[src/rtl/csr_commit_arbiter.sv]
`default_nettype none
// ============================================================================
// Module   : csr_commit_arbiter
// Purpose  : Round-robin, group-locking arbiter that queues CSR-update records
//            from commit taps and forwards them to the cosim CSR comparator.
//            Optional macro CSR_COUNTER_FILTER_EN drops counter CSR records.
// Revision : 1.0 - initial release
// ============================================================================
module csr_commit_arbiter #(
    parameter int NUM_REQ = 2,
    parameter int ID_W    = 12,
    parameter int DATA_W  = 64,
    parameter int DEPTH   = 8
) (
    input  logic                         clk,
    input  logic                         rst,
    input  logic [NUM_REQ-1:0]           req_valid_i,
    output logic [NUM_REQ-1:0]           req_ready_o,
    input  logic [NUM_REQ*ID_W-1:0]      req_id_i,
    input  logic [NUM_REQ*DATA_W-1:0]    req_data_i,
    input  logic [NUM_REQ-1:0]           req_last_i,
    input  logic                         flush_i,
    output logic                         out_valid_o,
    input  logic                         out_ready_i,
    output logic [ID_W-1:0]              out_id_o,
    output logic [DATA_W-1:0]            out_data_o,
    output logic                         out_last_o,
    output logic [$clog2(NUM_REQ)-1:0]   out_src_o,
    output logic [$clog2(DEPTH):0]       fifo_count_o,
    output logic [15:0]                  filt_cnt_o
);

    localparam int c_src_w = $clog2(NUM_REQ);
    localparam int c_ptr_w = $clog2(DEPTH);
    localparam int c_cnt_w = c_ptr_w + 1;
    localparam logic [c_cnt_w-1:0] c_depth_cnt = c_cnt_w'(DEPTH);

    localparam logic [0:0] c_st_open   = 1'b0;
    localparam logic [0:0] c_st_locked = 1'b1;

    logic [0:0]          r_state;
    logic [0:0]          w_state_next;
    logic                w_locked;
    logic [c_src_w-1:0]  r_lock_src;
    logic [c_src_w-1:0]  r_rr_ptr;
    logic [c_cnt_w-1:0]  r_count;
    logic [c_ptr_w-1:0]  r_rd_ptr;
    logic [c_ptr_w-1:0]  r_wr_ptr;

    logic [ID_W-1:0]     r_mem_id   [DEPTH];
    logic [DATA_W-1:0]   r_mem_data [DEPTH];
    logic                r_mem_last [DEPTH];
    logic [c_src_w-1:0]  r_mem_src  [DEPTH];

    logic                w_gnt_hit;
    logic [c_src_w-1:0]  w_gnt_idx;
    logic [c_src_w-1:0]  w_rr_next;
    logic                w_accept;
    logic                w_push;
    logic                w_pop;
    logic                w_out_valid;
    logic                w_is_counter;
    logic [ID_W-1:0]     w_sel_id;
    logic [DATA_W-1:0]   w_sel_data;
    logic                w_sel_last;

    // ------------------------------------------------------------------
    // Lock state machine
    // ------------------------------------------------------------------
    always_ff @(posedge clk) begin
        if (rst) begin
            r_state <= c_st_open;
        end else begin
            r_state <= w_state_next;
        end
    end

    always_comb begin
        w_state_next = r_state;
        if (flush_i) begin
            w_state_next = c_st_open;
        end else if (w_accept) begin
            w_state_next = w_sel_last ? c_st_open : c_st_locked;
        end
    end

    always_comb begin
        w_locked = (r_state == c_st_locked);
    end

    // ------------------------------------------------------------------
    // Grant selection: locked owner, else first valid at or after rr_ptr
    // ------------------------------------------------------------------
    always_comb begin
        logic [c_src_w-1:0] w_scan;
        w_scan    = '0;
        w_gnt_hit = 1'b0;
        w_gnt_idx = r_rr_ptr;
        if (w_locked) begin
            w_gnt_idx = r_lock_src;
            w_gnt_hit = req_valid_i[r_lock_src];
        end else begin
            for (int i = 0; i < NUM_REQ; i++) begin
                w_scan = c_src_w'((int'(r_rr_ptr) + i) % NUM_REQ);
                if (!w_gnt_hit && req_valid_i[w_scan]) begin
                    w_gnt_hit = 1'b1;
                    w_gnt_idx = w_scan;
                end
            end
        end
    end

    always_comb begin
        w_rr_next = c_src_w'((int'(w_gnt_idx) + 1) % NUM_REQ);
    end

    // No push-on-pop at full: acceptance depends only on registered occupancy.
    always_comb begin
        w_accept = !rst && !flush_i && (r_count < c_depth_cnt) && w_gnt_hit;
    end

    always_comb begin
        req_ready_o = '0;
        if (w_accept) begin
            req_ready_o[w_gnt_idx] = 1'b1;
        end
    end

    always_comb begin
        w_sel_id   = '0;
        w_sel_data = '0;
        w_sel_last = 1'b0;
        for (int k = 0; k < NUM_REQ; k++) begin
            if (c_src_w'(k) == w_gnt_idx) begin
                w_sel_id   = req_id_i[k*ID_W +: ID_W];
                w_sel_data = req_data_i[k*DATA_W +: DATA_W];
                w_sel_last = req_last_i[k];
            end
        end
    end

    // ------------------------------------------------------------------
    // Counter-CSR filter
    // ------------------------------------------------------------------
`ifdef CSR_COUNTER_FILTER_EN
    logic [15:0] r_filt_cnt;

    always_comb begin
        w_is_counter = w_sel_id inside {
            ID_W'(12'hc00), ID_W'(12'hc01), ID_W'(12'hc02),
            ID_W'(12'hc80), ID_W'(12'hc81), ID_W'(12'hc82),
            ID_W'(12'hb00), ID_W'(12'hb02), ID_W'(12'hb80), ID_W'(12'hb82)};
    end

    // Survives flush so the consumer can account for dropped counters.
    always_ff @(posedge clk) begin
        if (rst) begin
            r_filt_cnt <= 16'h0000;
        end else if (w_accept && w_is_counter && (r_filt_cnt != 16'hffff)) begin
            r_filt_cnt <= r_filt_cnt + 16'h0001;
        end
    end

    always_comb begin
        filt_cnt_o = rst ? 16'h0000 : r_filt_cnt;
    end
`else
    always_comb begin
        w_is_counter = 1'b0;
        filt_cnt_o   = 16'h0000;
    end
`endif

    always_comb begin
        w_push      = w_accept && !w_is_counter;
        w_out_valid = !rst && (r_count != '0);
        w_pop       = w_out_valid && out_ready_i && !flush_i;
    end

    // ------------------------------------------------------------------
    // Control registers
    // ------------------------------------------------------------------
    always_ff @(posedge clk) begin
        if (rst) begin
            r_count    <= '0;
            r_rd_ptr   <= '0;
            r_wr_ptr   <= '0;
            r_rr_ptr   <= '0;
            r_lock_src <= '0;
        end else if (flush_i) begin
            r_count  <= '0;
            r_rd_ptr <= r_wr_ptr;
        end else begin
            if (w_push) begin
                r_wr_ptr <= r_wr_ptr + c_ptr_w'(1);
            end
            if (w_pop) begin
                r_rd_ptr <= r_rd_ptr + c_ptr_w'(1);
            end
            case ({w_push, w_pop})
                2'b10:   r_count <= r_count + c_cnt_w'(1);
                2'b01:   r_count <= r_count - c_cnt_w'(1);
                default: r_count <= r_count;
            endcase
            if (w_accept) begin
                if (w_sel_last) begin
                    r_rr_ptr <= w_rr_next;
                end else begin
                    r_lock_src <= w_gnt_idx;
                end
            end
        end
    end

    // Storage needs no reset; occupancy qualifies every read.
    always_ff @(posedge clk) begin
        if (w_push) begin
            r_mem_id[r_wr_ptr]   <= w_sel_id;
            r_mem_data[r_wr_ptr] <= w_sel_data;
            r_mem_last[r_wr_ptr] <= w_sel_last;
            r_mem_src[r_wr_ptr]  <= w_gnt_idx;
        end
    end

    // ------------------------------------------------------------------
    // Output port
    // ------------------------------------------------------------------
    always_comb begin
        out_valid_o  = w_out_valid;
        out_id_o     = w_out_valid ? r_mem_id[r_rd_ptr]   : '0;
        out_data_o   = w_out_valid ? r_mem_data[r_rd_ptr] : '0;
        out_last_o   = w_out_valid ? r_mem_last[r_rd_ptr] : 1'b0;
        out_src_o    = w_out_valid ? r_mem_src[r_rd_ptr]  : '0;
        fifo_count_o = rst ? '0 : r_count;
    end

endmodule
`default_nettype wire

[config.mk]
export PLATFORM = sky130hd
export DESIGN_NAME = csr_commit_arbiter
export DESIGN_NICKNAME = d
export VERILOG_FILES = /design/src/rtl/csr_commit_arbiter.sv
export SDC_FILE = /design/constraint.sdc
export NUM_CORES = 1
export LEC_CHECK = 0
export BUFFER_PORTS_ARGS = -buffer_cell sky130_fd_sc_hd__buf_4
export CORE_MARGIN = 4
export CORE_UTILIZATION = 36
export CTS_BUF_LIST = sky130_fd_sc_hd__clkbuf_2
export DETAILED_ROUTE_END_ITERATION = 12
export GPL_TIMING_DRIVEN = 0
export MAX_ROUTING_LAYER = met4
export PLACE_DENSITY = 0.57
export SETUP_SLACK_MARGIN = 0.1
export SKIP_LAST_GASP = 1
export SYNTH_ARGS = -nofsm -noshare
export SYNTH_HDL_FRONTEND = slang
export SYNTH_SLANG_ARGS = --single-unit
export TNS_END_PERCENT = 10
[constraint.sdc]
create_clock -name clk -period 9.6 [get_ports clk]
set_input_delay 0.48 -clock clk [delete_from_list [all_inputs] [get_ports clk]]
set_output_delay 0.48 -clock clk [all_outputs]
set_load 0.1 [all_outputs]
# After elaboration in Yosys (flattened, before gate mapping)
# Memory sizes are Yosys's and may differ from the RTL's. A register that Yosys moved wholly into a read port is not among the register bits.
# Index checks and enable logic that the tools add are counted.
[word_totals]
ff_bits = 13
ram_bits = 624
input_bits = 160
output_inout_bits = 101
word_cells = 81
memories = 4
[classes]
add_sub_neg = 6
order_cmp = 6
n_eq_ne = 2
muxes = 37
n_bitwise = 2
reduce_logical = 18
[mem_list]
columns = ["name", "depth", "width", "read_ports", "rd_ports_with_merged_regs", "wr", "line_no", "source"]
rows = [
  ["r_mem_data", 8, 64, 1, 1, 1, "51", "logic [DATA_W-1:0] r_mem_data [DEPTH];"],
  ["r_mem_id", 8, 12, 1, 1, 1, "50", "logic [ID_W-1:0] r_mem_id [DEPTH];"],
  ["r_mem_last", 8, 1, 1, 1, 1, "52", "logic r_mem_last [DEPTH];"],
  ["r_mem_src", 8, 1, 1, 1, 1, "53", "logic [c_src_w-1:0] r_mem_src [DEPTH];"],
]
[ops]
columns = ["op", "n"]
rows = [
  ["64-bit 2-to-1 mux", 2],
  ["3-bit 2-to-1 mux", 10],
  ["12-bit 2-to-1 mux", 2],
  ["1-bit 2-to-1 mux", 19],
  ["1-bit logical AND", 8],
  ["1-bit by 2-bit < comparator with 1-bit output (second input constant)", 4],
  ["4-bit case mux with 2 select lines", 1],
  ["3-bit by 1-bit adder with 3-bit output (second input constant)", 2],
  ["3-bit AND reduction", 2],
  ["4-bit by 1-bit adder with 4-bit output (second input constant)", 1],
  ["4-bit < comparator (second input constant)", 1],
  ["4-bit 2-to-1 mux", 1],
  ["2-bit nonzero test", 2],
  ["4-bit nonzero test", 1],
  ["4-bit by 1-bit subtractor with 4-bit output (second input constant)", 1],
  ["1-bit zero test", 3],
  ["1-bit adder (second input constant)", 2],
  ["2-bit by 1-bit equality test with 1-bit output (second input constant)", 1],
  ["2-bit equality test (second input constant)", 1],
  ["2-bit 2-to-1 mux", 1],
  ["1-bit NOT", 2],
  ["2-bit AND reduction", 1],
  ["2-bit OR reduction", 1],
  ["1-bit demux with 1-bit select", 1],
  ["1-bit >= comparator (second input constant)", 1],
]

# Logic depth before layout (Yosys ltp)
[depth]
word_depth = 13
ltp_mapped = 12
mapped_depth_nobuf = 10

# Worst setup path after synthesis
# No wires, ideal clock.
[synth_timing]
path_kind = "in2reg"
startpoint = "in flush_i"
endpoint = "mem r_mem_data[4][0] (enable)"
setup_time_ps = 626
arrival_ps = 7128
required_ps = 8974
slack_ps = 1846
cell_stages = 4
path_buffers = 0
cell_sequence = "or3_4 -> a211oi_4 -> nand2b_1 -> nor3b_1"
[synth_between]
elab_chain_len = 6
[synth_lines]
columns = ["element", "line_no", "source"]
rows = [
  ["from (decl)", "22", "input logic flush_i,"],
  ["1-bit zero test", "119", "w_accept = !rst && !flush_i && (r_count < c_depth_cnt) && w_gnt_hit;"],
  ["1-bit logical AND (3 in a row)", "119", ""],
  ["1-bit 2-to-1 mux", "217", "if (w_push) begin"],
  ["1-bit 2-to-1 mux (not written as such)", "219", "r_mem_data[r_wr_ptr] <= w_sel_data;"],
  ["to (decl)", "51", ""],
]
# Every way passes these cells.

# Final worst setup path
[layout_timing]
startpoint = "reg r_count[1]"
endpoint = "out out_id_o[2]"
[layout_between]
elab_chain_len = 3
[layout_lines]
columns = ["element", "line_no", "source"]
rows = [
  ["from (decl)", "46", "logic [c_cnt_w-1:0] r_count;"],
  ["from (signal assigned)", "201", "2'b10: r_count <= r_count + c_cnt_w'(1);"],
  ["from (signal assigned)", "202", "2'b01: r_count <= r_count - c_cnt_w'(1);"],
  ["from (signal assigned)", "203", "default: r_count <= r_count;"],
  ["4-bit nonzero test", "176", "w_out_valid = !rst && (r_count != '0);"],
  ["1-bit logical AND", "176", ""],
  ["12-bit 2-to-1 mux", "230", "out_id_o = w_out_valid ? r_mem_id[r_rd_ptr] : '0;"],
  ["to (decl)", "25", "output logic [ID_W-1:0] out_id_o,"],
]
# Every way passes these cells.

==> results.md <==
- Root buffer cell: clkbuf_2
- Dpl ws: 5510 ps
- Cells after Synth: approximately 1,200
- Setup ws final: around 5000 ps
- Hold Path Class: input port to flip-flop
- Max Slew Vio Count: 0
- Slack of the worst reg-to-reg path: about 5600 ps
- Synth cell count leaders: edfxtp_1, mux4_2, nor2_1, mux2i_1, mux2_2
- Pwr/cell area: around 170 nW/um^2
- Post-Route M1 WL: 26.2 mm
- Post-synth ARST share: 0
- Grt ovf: 0
- Hold Path Sink: r_mem_data[7][6]
- Post-Route WL: about 64 mm
- P_sw: 1440 uW
- Crit path DAT: about 4100 ps
- RSZ-0062 raised after global routing: false
- FF-to-FF path depth: 11
- Core area: 70,300 um^2
- CP Class: flip-flop to output port
- Most Frequent Cell on Critical Path: clkbuf_1
- DRC Markers: 0
- Crit Reg-Reg Endpoint: r_count[1]
- Synthesized area: 25,600 um^2
- Detailed Routing Iterations Pass 1: 5
- Layout cells sized above 1: 0.418
- Initial antenna violation count: 4
- VDD IR max: approximately 0.12 mV
- Antenna-violating nets left: 0
- Crit path max fanout: 10
- Yosys cell types: 46
- Post-CTS Setup Inserts: 0
- Top_reg_cell synth: edfxtp_1
- Worst endpoint required time: between 9000 and 10,000 ps
- Max cap viols: 0
- Reg-to-reg startpoint: r_count[1]
- Filler Cell Count: between 6,000 and 7,000
- Cell depth of the worst hold path: 3
- CP Capture Type: output port
- Worst slew pin tran: between 1000 and 1500 ps
- Crit path max-delay family: buffers and inverters
- GRT Overall Usage: 0.175
- Via count: 14,500
- Ys Warns: 0
- Top routing layer in use: met4
- Sw frac: 0.256
- Fin cells: about 3,000
- FP Rows: 97
- Outcome: finished, final reports clean
- Layout Nets: around 2,100
- Area Overhead vs Synth: 30.5%
- Startpoint types: flip-flop
- Port Buffers: ~240
- Clock sink total: 640
- Post-DP HPWL: about 42 mm
- Final Hold Vio Count: 0
- CTS Buf Count: roughly 160
- Number of global-route vias before repair: 15,700
- Final Util: 0.476
- DRT iter0 DRCs: between 800 and 900
- EDFF count, synth: approximately 620
- First-pass GRT wire length: 94.6 mm
- Tot Pwr: 5630 uW
- Syn avg cell area: 21.2 um^2
- Clk network pwr share: 0.318
- Metal2 WL: ~32 mm
- CP peak stage delay: roughly 650 ps
- Die Ht: ~270 um
- Rel. slew slack: 0.228
- Worst skew pair latency: around 1300 ps
- Max H-tree Level: 4
- Drt via density: around 4.8
- Crit path buf inv count: 3
- Post-CTS Resized: 0
- Area after DPL: 29,600 um^2
- Maximum clock rate: between 200 and 250 MHz
- Largest area contributor in the netlist: edfxtp_1
- Final worst-path cycle share: 0.480
- Met3 Wirelength: about 3.5 mm
- HP Start: req_data_i[70]
- CTS tree: built
- Post-Place Cells: between 2,000 and 2,500
- Comb pwr share: 0.120
- Routed len/inst: 21.2 um
- Die X: about 270 um
- Most frequent cell after synthesis: edfxtp_1
- Cell count along the critical path: 6
- Area contributors post-synth: edfxtp_1, mux4_2, mux2i_1, mux2_2, nor2_1
- Largest net degree at the start of global routing: 26
- Worst-path clk slew: approximately 110 ps
- Pleak: 0.0116 uW
- Number of synthesized register bits: 640
- # setup viols final: 0
- Clock Skew: approximately 96 ps
- Post-route cell area: roughly 33,000 um^2
- Synth top area share: 0.731
- Hold buffers post-CTS: ~240
- Max clock buf depth: 3
- Critical-path cell list: nor4_1, or2_1, clkbuf_1, clkbuf_1, nor2_1, buf_4
- IO Pins: around 260
- Int Pwr: approximately 4200 uW
- Die ar.: 75,500 um^2
- Starting Density: 0.365
- Sequential share of power: 0.562
- Slowest cell on the critical path: clkbuf_1
- Post-synthesis sequential area ratio: 0.744
- Gpl congestion: about 0.70
- Crit path time final: ~4600 ps
## layer usage
layer | global-route usage | vias to the layer above
li1 | - | 6504
met1 | 0.212 | 7397
met2 | 0.290 | 466
met3 | 0.0417 | 101
met4 | 0.0592 | 0
met5 | - | -
## power groups by stage
stage | Sequential (uW) | Clock [uW] | Combinational (uW)
floorplan | 3230 | 0 | 372
global placement | 3240 | 0 | 551
detailed placement | 3230 | 0 | 576
CTS | 3160 | 1870 | 684
global route | 3170 | 2030 | 725
finish | 3160 | 1790 | 674
## worst reg2reg max path: cells and delay by family, from the launching register on
kind | cells | cell delay (ps)
xor+xnor | 1 | 170
simple gates | 4 | 800
fa+ha+maj | 2 | 570
flops | 1 | 400
buf+inv | 3 | 1840
mux | 1 | 120
## cells by family (layout without fill, tap and decap cells)
kind of cell,after synthesis,in the layout,share of synthesized area
buffers and inverters,89,919,0.0187
adders and majority gates,5,5,0.00244
DFF,640,640,0.744
AOI/OAI and AO/OA,23,23,0.00728
and+or+nand+nor,131,131,0.0227
xor gates and xnor gates,4,4,0.00137
other,1,23,0.000146
muxes,316,316,0.203
## metrics by stage
| stage | setup TNS [ps] | hold WS, ps |
|---|---|---|
| 2_1_floorplan | 0 | 468 |
| 3_3_place_gp | -2213680 | 502 |
| 3_5_place_dp | 0 | 505 |
| 4_1_cts | 0 | 0.285 |
| 5_1_grt | 0 | 63.2 |
| 6_report | 0 | 231 |
## how the worst max path moves through the flow
stage / endpoint / from
after floorplan: r_mem_data[4][0] / flush_i
after global placement: r_mem_data[3][5] / flush_i
after detailed placement: r_count[2] / rst
after CTS: out_data_o[2] / r_count[1]
after global routing: out_data_o[2] / r_count[1]
final: out_id_o[2] / r_count[1]
## registers in the layout, indices dropped and copies added, names as in the netlist, named ones only
register    count
r_mem_last      8
r_wr_ptr        3
r_mem_id       96
r_mem_src       8
r_lock_src      1
r_rr_ptr        1
r_count         4
r_mem_data    512
r_state         1
r_rd_ptr        3
## placed cells by master, fill, tap and decap left out, types with 7 or more instances in the layout
cell type / n
edfxtp_1: 624
buf_4: 267
clkbuf_2: 239
dlygate4sd3_1: 237
mux4_2: 156
nor2_1: 85
mux2i_1: 83
mux2_2: 71
buf_6: 61
clkbuf_1: 31
clkinv_1: 19
buf_2: 17
dfxtp_1: 16
conb_1: 16
nand2_1: 10
nor2b_1: 9
buf_1: 8
clkinv_2: 8
diode_2: 7
## area by class of cell
type / instances / area, um^2 / area share
clock inverters: 41 / 245 / 0.00734
diodes: 7 / 17.5 / 0.000524
inverters: 6 / 22.5 / 0.000674
multi-input cells: 495 / 6180 / 0.185
plain buffers: 83 / 455 / 0.0136
well taps: 940 / 1180 / 0.0352
repair buffers: 550 / 5070 / 0.152
flip-flops and latches: 640 / 19100 / 0.570
clock buffers: 239 / 1200 / 0.0358
No activity file was read; power rests on OpenSTA's default activity.
